`src/rtl/pll_reset_sequencer_if.sv`:
```
// Lock/reset signal bundle between the PLL-side sequencer and the rest of the design.
// The sequencer drives the reset outputs; the consumer drives the PLL lock flag.
interface pll_reset_sequencer_if;
   logic       locked_in;
   logic       pll_rst;
   logic       rst_out;
   logic       ready;
   logic [7:0] relock_count;

   modport master (
      input  locked_in,
      output pll_rst,
      output rst_out,
      output ready,
      output relock_count
   );

   modport slave (
      output locked_in,
      input  pll_rst,
      input  rst_out,
      input  ready,
      input  relock_count
   );
endinterface

```
`src/rtl/pll_reset_sequencer.sv`:
```
// Holds the design in reset until the PLL lock has been stable long enough,
// retrying the PLL on lock timeout and re-asserting reset on any loss of lock.
module pll_reset_sequencer #(
   parameter int unsigned SYNC_STAGES    = 2,
   parameter int unsigned PLL_RST_CYCLES = 16,
   parameter int unsigned STABLE_CYCLES  = 1024,
   parameter int unsigned TIMEOUT_CYCLES = 65536,
   parameter int unsigned CNT_W          = 17
) (
   input logic                    clock,
   input logic                    reset,
   pll_reset_sequencer_if.master  bus
);

   typedef enum logic [1:0] {StPllRst, StWait, StStable, StRun} state_t;

   localparam logic [CNT_W-1:0] PllLast     = CNT_W'(PLL_RST_CYCLES - 1);
   localparam logic [CNT_W-1:0] StableLast  = CNT_W'(STABLE_CYCLES - 1);
   localparam logic [CNT_W-1:0] TimeoutLast = CNT_W'(TIMEOUT_CYCLES - 1);

   state_t                 r_state;
   logic [CNT_W-1:0]       r_cnt;
   logic [SYNC_STAGES-1:0] r_sync;
   logic                   r_pll_rst;
   logic                   r_rst_out;
   logic                   r_ready;
   logic [7:0]             r_relock_count;
   logic                   w_lock_s;

   assign w_lock_s         = r_sync[SYNC_STAGES-1];
   assign bus.pll_rst      = r_pll_rst;
   assign bus.rst_out      = r_rst_out;
   assign bus.ready        = r_ready;
   assign bus.relock_count = r_relock_count;

   always_ff @(posedge clock) begin
      if (reset) begin
         r_state        <= StPllRst;
         r_cnt          <= '0;
         r_sync         <= '0;
         r_pll_rst      <= 1'b0;
         r_rst_out      <= 1'b1;
         r_ready        <= 1'b0;
         r_relock_count <= 8'd0;
      end else begin
         r_sync <= {r_sync[SYNC_STAGES-2:0], bus.locked_in};
         unique case (r_state)
            StPllRst: begin
               // First edge after reset only raises the request; counting starts with it high.
               if (!r_pll_rst) begin
                  r_pll_rst <= 1'b1;
                  r_cnt     <= '0;
               end else if (r_cnt == PllLast) begin
                  r_state   <= StWait;
                  r_cnt     <= '0;
                  r_pll_rst <= 1'b0;
               end else begin
                  r_cnt <= r_cnt + 1'b1;
               end
            end
            StWait: begin
               if (w_lock_s) begin
                  r_state <= StStable;
                  r_cnt   <= '0;
               end else if (r_cnt == TimeoutLast) begin
                  r_state   <= StPllRst;
                  r_cnt     <= '0;
                  r_pll_rst <= 1'b1;
               end else begin
                  r_cnt <= r_cnt + 1'b1;
               end
            end
            StStable: begin
               if (!w_lock_s) begin
                  r_state <= StWait;
                  r_cnt   <= '0;
               end else if (r_cnt == StableLast) begin
                  r_state   <= StRun;
                  r_cnt     <= '0;
                  r_rst_out <= 1'b0;
                  r_ready   <= 1'b1;
               end else begin
                  r_cnt <= r_cnt + 1'b1;
               end
            end
            StRun: begin
               if (!w_lock_s) begin
                  r_state   <= StWait;
                  r_cnt     <= '0;
                  r_rst_out <= 1'b1;
                  r_ready   <= 1'b0;
                  if (r_relock_count != 8'hff) begin
                     r_relock_count <= r_relock_count + 8'd1;
                  end
               end
            end
         endcase
      end
   end

endmodule

```
`src/flat_wrapper.sv`:
```
// flat-port wrapper written by rule: the top's interface ports become plain ports
module pll_reset_sequencer_flat 
#(
   parameter int unsigned SYNC_STAGES    = 2,
   parameter int unsigned PLL_RST_CYCLES = 16,
   parameter int unsigned STABLE_CYCLES  = 1024,
   parameter int unsigned TIMEOUT_CYCLES = 65536,
   parameter int unsigned CNT_W          = 17
)
  (clock, reset, bus_locked_in, bus_pll_rst, bus_rst_out, bus_ready, bus_relock_count);
  pll_reset_sequencer_if bus_i ();
  input logic clock;
  input logic reset;
  input wire logic [$bits(bus_i.locked_in)-1:0] bus_locked_in;
  output wire logic [$bits(bus_i.pll_rst)-1:0] bus_pll_rst;
  output wire logic [$bits(bus_i.rst_out)-1:0] bus_rst_out;
  output wire logic [$bits(bus_i.ready)-1:0] bus_ready;
  output wire logic [$bits(bus_i.relock_count)-1:0] bus_relock_count;
  assign bus_i.locked_in = bus_locked_in;
  assign bus_pll_rst = bus_i.pll_rst;
  assign bus_rst_out = bus_i.rst_out;
  assign bus_ready = bus_i.ready;
  assign bus_relock_count = bus_i.relock_count;
  pll_reset_sequencer #(.SYNC_STAGES(SYNC_STAGES), .PLL_RST_CYCLES(PLL_RST_CYCLES), .STABLE_CYCLES(STABLE_CYCLES), .TIMEOUT_CYCLES(TIMEOUT_CYCLES), .CNT_W(CNT_W)) u_core (.clock(clock), .reset(reset), .bus(bus_i));
endmodule
```
`config.mk`:
```
export PLATFORM = sky130hd
export DESIGN_NAME = pll_reset_sequencer_flat
export DESIGN_NICKNAME = d
export VERILOG_FILES = /design/src/rtl/pll_reset_sequencer_if.sv /design/src/rtl/pll_reset_sequencer.sv /design/src/flat_wrapper.sv
export SDC_FILE = /design/constraint.sdc
export NUM_CORES = 1
export LEC_CHECK = 0
export CELL_PAD_IN_SITES_DETAIL_PLACEMENT = 0
export CELL_PAD_IN_SITES_GLOBAL_PLACEMENT = 1
export CORE_MARGIN = 3
export CORE_UTILIZATION = 35
export CTS_BUF_LIST = sky130_fd_sc_hd__clkbuf_16
export DETAILED_ROUTE_END_ITERATION = 6
export PLACE_DENSITY = 0.7
export SLEW_MARGIN = 25
export SYNTH_ARGS = -nofsm -noshare
export SYNTH_HDL_FRONTEND = slang
export SYNTH_SLANG_ARGS = --single-unit
```
`constraint.sdc`:
```
create_clock -name clock -period 2.7 [get_ports clock]
set_clock_uncertainty 0.1 [all_clocks]
set_input_delay 0.27 -clock clock [delete_from_list [all_inputs] [get_ports clock]]
set_output_delay 0.27 -clock clock [all_outputs]
set_load 0.01 [all_outputs]
```
==> results <==
- The number of endpoints with negative hold slack in the final report came to 0.
- The number of antenna violations at the first check in global routing came to 0.
- The layout net count is 221.
- Dividing the final minimum period by the clock period gives 93.7%.
- The post-detailed-placement cell area is 1910 sq um.
- Setup repair after global routing left no endpoint under its margin.
- The worst setup path is captured at a flop.
- The synthesized design contains 0 enable-type register cells.
- The post-route setup TNS is 0 ps.
- The die covers 5700 sq um.
- The insertion delay to the later sink of the worst-skew pair is 270 ps.
- The synthesized area per cell is 8.90 sq um.
- The synthesized design contains 32 register bits.
- After detailed routing, the number of vias per cell comes to 5.44.
- The count of filler cells inserted in the layout is 444.
- The number of placement rows is 24.
- Clock-pin slew was measured on the worst setup and hold paths at 50 ps.
- The number of routed nets with antenna violations is 0.
- The data arrival time of the critical path is 2590 ps.
- In the detailed route, the total length drawn on met2 is 1680 um.
- The kind of cell adding the most delay to the critical path is simple AND/OR/NAND/NOR gates.
- The number of clock buffers added by TritonCTS is 5.
- The class of the tightest hold or removal check is reg2reg.
- The finished cells cover 2090 sq um.
- For this design, the CTS-stage hold fixing added 0 buffers.
- VDD sags by at most 0.402 mV.
- In this design, the stage delay of the slowest critical-path cell is 360 ps.
- The first-pass GRT wire length is 6000 um.
- The global-route usage over all layers is 13.9%.
- TritonCTS built the clock tree.
- The count of mapped cells out of synthesis is 190.
- The most used flip-flop cell after synthesis is sky130_fd_sc_hd__dfxtp_1.
- Routability-driven placement finished with a final weighted congestion of 0.752.
- The number of nets in the synthesized netlist is 202.
- The final max-slew violation count came to 0.
- The largest fanout of any net on the critical path is 10.
- The worst setup path is of the reg2reg kind.
- The cell leakage power is 0.804 nW.
- The count of clock tree sinks is 32.
- The sequential-to-total area share from yosys stat is 37.9%.
- The number of buffers and inverters on the critical path is 2.
- The sum of routed wire length over all layers is 3590 um.
- STA classifies the critical path startpoint as a flop.
- The routed design could run at a clock period as short as 2530 ps.
- The maximum number of pins on one net before global-route repair is 20.
- Buffers placed on the I/O ports in this run total 13.
- The routed wire length on met3 is 127 um.
- Leaving out fill and tap cells, the most frequent cell in the layout is sky130_fd_sc_hd__dfxtp_1.
- The maximum root-to-sink buffer count is 2.
- Setup violations remaining at the end of the flow were counted as 0.
- The routed wire length per instance is 13.8 um.
- After layout, the worst setup slack is 170 ps.
- The first detailed-routing pass ran for 4 iterations.
- In this run the power density over the cells is 522 nW/um^2.
- The highest-delay cell along the critical path is sky130_fd_sc_hd__dfxtp_2.
- Leaving out fill and tap cells, the most frequent cells in the layout are sky130_fd_sc_hd__dfxtp_1, sky130_fd_sc_hd__nor2_1, sky130_fd_sc_hd__xor2_1, sky130_fd_sc_hd__clkdlybuf4s50_1.
- The maximum operating frequency is 0.395 GHz.
- After detailed routing, the wire length on met1 is 1730 um.
- Summed over all nets, the half-perimeter wirelength after detailed placement is 2550 um.
- The number of H-tree branching levels is 2.
- The initial detailed-routing violation count is 61.
- Measured along the y axis, the die boundary spans 75.5 um.
- Walking the worst path, the cells encountered are and4_1, and3_4, and4_4, nand3_2, inv_1, ha_1, and2b_2, nor3_4, o22a_1, a21o_1, buf_12, nor2_1.
- The detailed router placed 1419 vias in this run.
- The repair_antennas step left the layout with diodes totalling 0.
- The flow ran to the end, and the final reports show no timing, DRC or antenna violations.
- The area growth from synthesis to layout is 23.5%.
- The die is 75.5 um wide.
- The pre-CTS worst setup slack is 176 ps.
- The number of warning messages in the yosys log is 0.
- The number of global-route vias before repair is 1306.
- The worst-margin pin slew is 488 ps.
- The sum of overflow across all layers after global routing is 0.
- The distinct cell type count of the synthesized netlist is 44.
- The root cell of the clock tree is sky130_fd_sc_hd__clkbuf_16.
- Headroom to the max-slew limit came out at 67.3%.
- For this design the top-level I/O count stands at 14.
- The required time of the critical path is 2760 ps.
- Signal routing reaches up to met4.
- The area of the mapped netlist is 1690 sq um.
- The share of synthesized flip-flops with an asynchronous set or reset is 0%.
- The starting density of the core is 37.6%.
- The tool flagged a number of max-cap violations equal to 0.
- The total area inside the core boundary comes to 4500 sq um.
- The share of final-layout standard cells stronger than drive strength 1 is 13.4%.
- The number of DRC violations after detailed routing is 0.
-- area by class of cell --
class	instances	area (sq um)	share of cell area [%]
multi-input cells	145	1030	49.3
flip-flops and latches	32	648	31.0
repair buffers	20	195	9.34
clock buffers	5	125	5.99
well taps	52	65.1	3.11
inverters	5	18.8	0.898
clock inverters	2	7.51	0.359
-- sequential cells by signal, summed over array words and instances (netlist names) --
signal / count
u_core.r_sync: 2
u_core.r_state: 2
u_core.bus.relock_count: 8
u_core.bus.ready: 1
u_core.bus.pll_rst: 1
u_core.bus.rst_out: 1
u_core.r_cnt: 17
-- cell families after synthesis --
| kind of cell | Yosys count | synth area share [%] |
|---|---|---|
| buf+inv | 13 | 3.11 |
| compound gates | 31 | 13.8 |
| mux | 3 | 1.92 |
| fa+ha+maj | 9 | 6.66 |
| xor+xnor | 15 | 7.77 |
| simple gates | 87 | 28.8 |
| flops | 32 | 37.9 |
-- worst paths after layout --
kind | slack, ps | startpoint | cells after the start | endpoint
setup / recovery | 170 | u_core.r_cnt[6] | 12 | u_core.r_cnt[7]
hold / removal | 350 | u_core.r_sync[0] | 1 | u_core.r_sync[1]
setup reg to reg | 170 | u_core.r_cnt[6] | 12 | u_core.r_cnt[7]
hold reg to reg | 350 | u_core.r_sync[0] | 1 | u_core.r_sync[1]
-- per-layer routing --
layer	vias up	GRT usage, %
met4	0	6.41
met3	5	3.30
met1	677	18.0
li1	714	-
met5	-	0
met2	23	22.0
-- repair_timing --
action / 4_1_cts / 5_1_grt
setup buffers: 0 / 1
setup endpoints to repair: 0 / 15
resized for setup: 0 / 12
endpoints found under the hold margin: 0 / 0
-- report_power, final --
part	total, W	internal, W	switching [W]
Clock	0.000515	0.000329	0.000186
Combinational	0.0000875	0.0000416	0.0000459
Sequential	0.000488	0.000480	0.00000780
Total	0.00109	0.000850	0.000240
-- synthesized netlist by cell type (3+ instances only) --
cell type / number / area (sq um)
sky130_fd_sc_hd__or3_1: 3 / 18.8
sky130_fd_sc_hd__o22ai_1: 5 / 31.3
sky130_fd_sc_hd__nand2_1: 9 / 33.8
sky130_fd_sc_hd__dfxtp_1: 32 / 641
sky130_fd_sc_hd__o21ai_0: 4 / 20.0
sky130_fd_sc_hd__and3_1: 8 / 50.1
sky130_fd_sc_hd__nand3_1: 9 / 45.0
sky130_fd_sc_hd__a22o_1: 4 / 35.0
sky130_fd_sc_hd__nor2b_1: 8 / 50.1
sky130_fd_sc_hd__clkbuf_1: 5 / 18.8
sky130_fd_sc_hd__inv_1: 5 / 18.8
sky130_fd_sc_hd__xor2_1: 13 / 114
sky130_fd_sc_hd__ha_1: 9 / 113
sky130_fd_sc_hd__nand4_1: 7 / 43.8
sky130_fd_sc_hd__nor2_1: 27 / 101
sky130_fd_sc_hd__a21oi_1: 4 / 20.0
-- metrics by stage --
step,cells,total power (W),util [%],hold slack [ps]
5_1_grt,261,0.00114,46.4,365
3_3_place_gp,253,0.000580,42.4,324
2_1_floorplan,190,0.000556,-,298
6_report,261,0.00109,46.4,346
4_1_cts,260,0.00110,45.4,351
3_5_place_dp,253,0.000583,42.4,337
No activity file was read; power rests on OpenSTA's default activity.
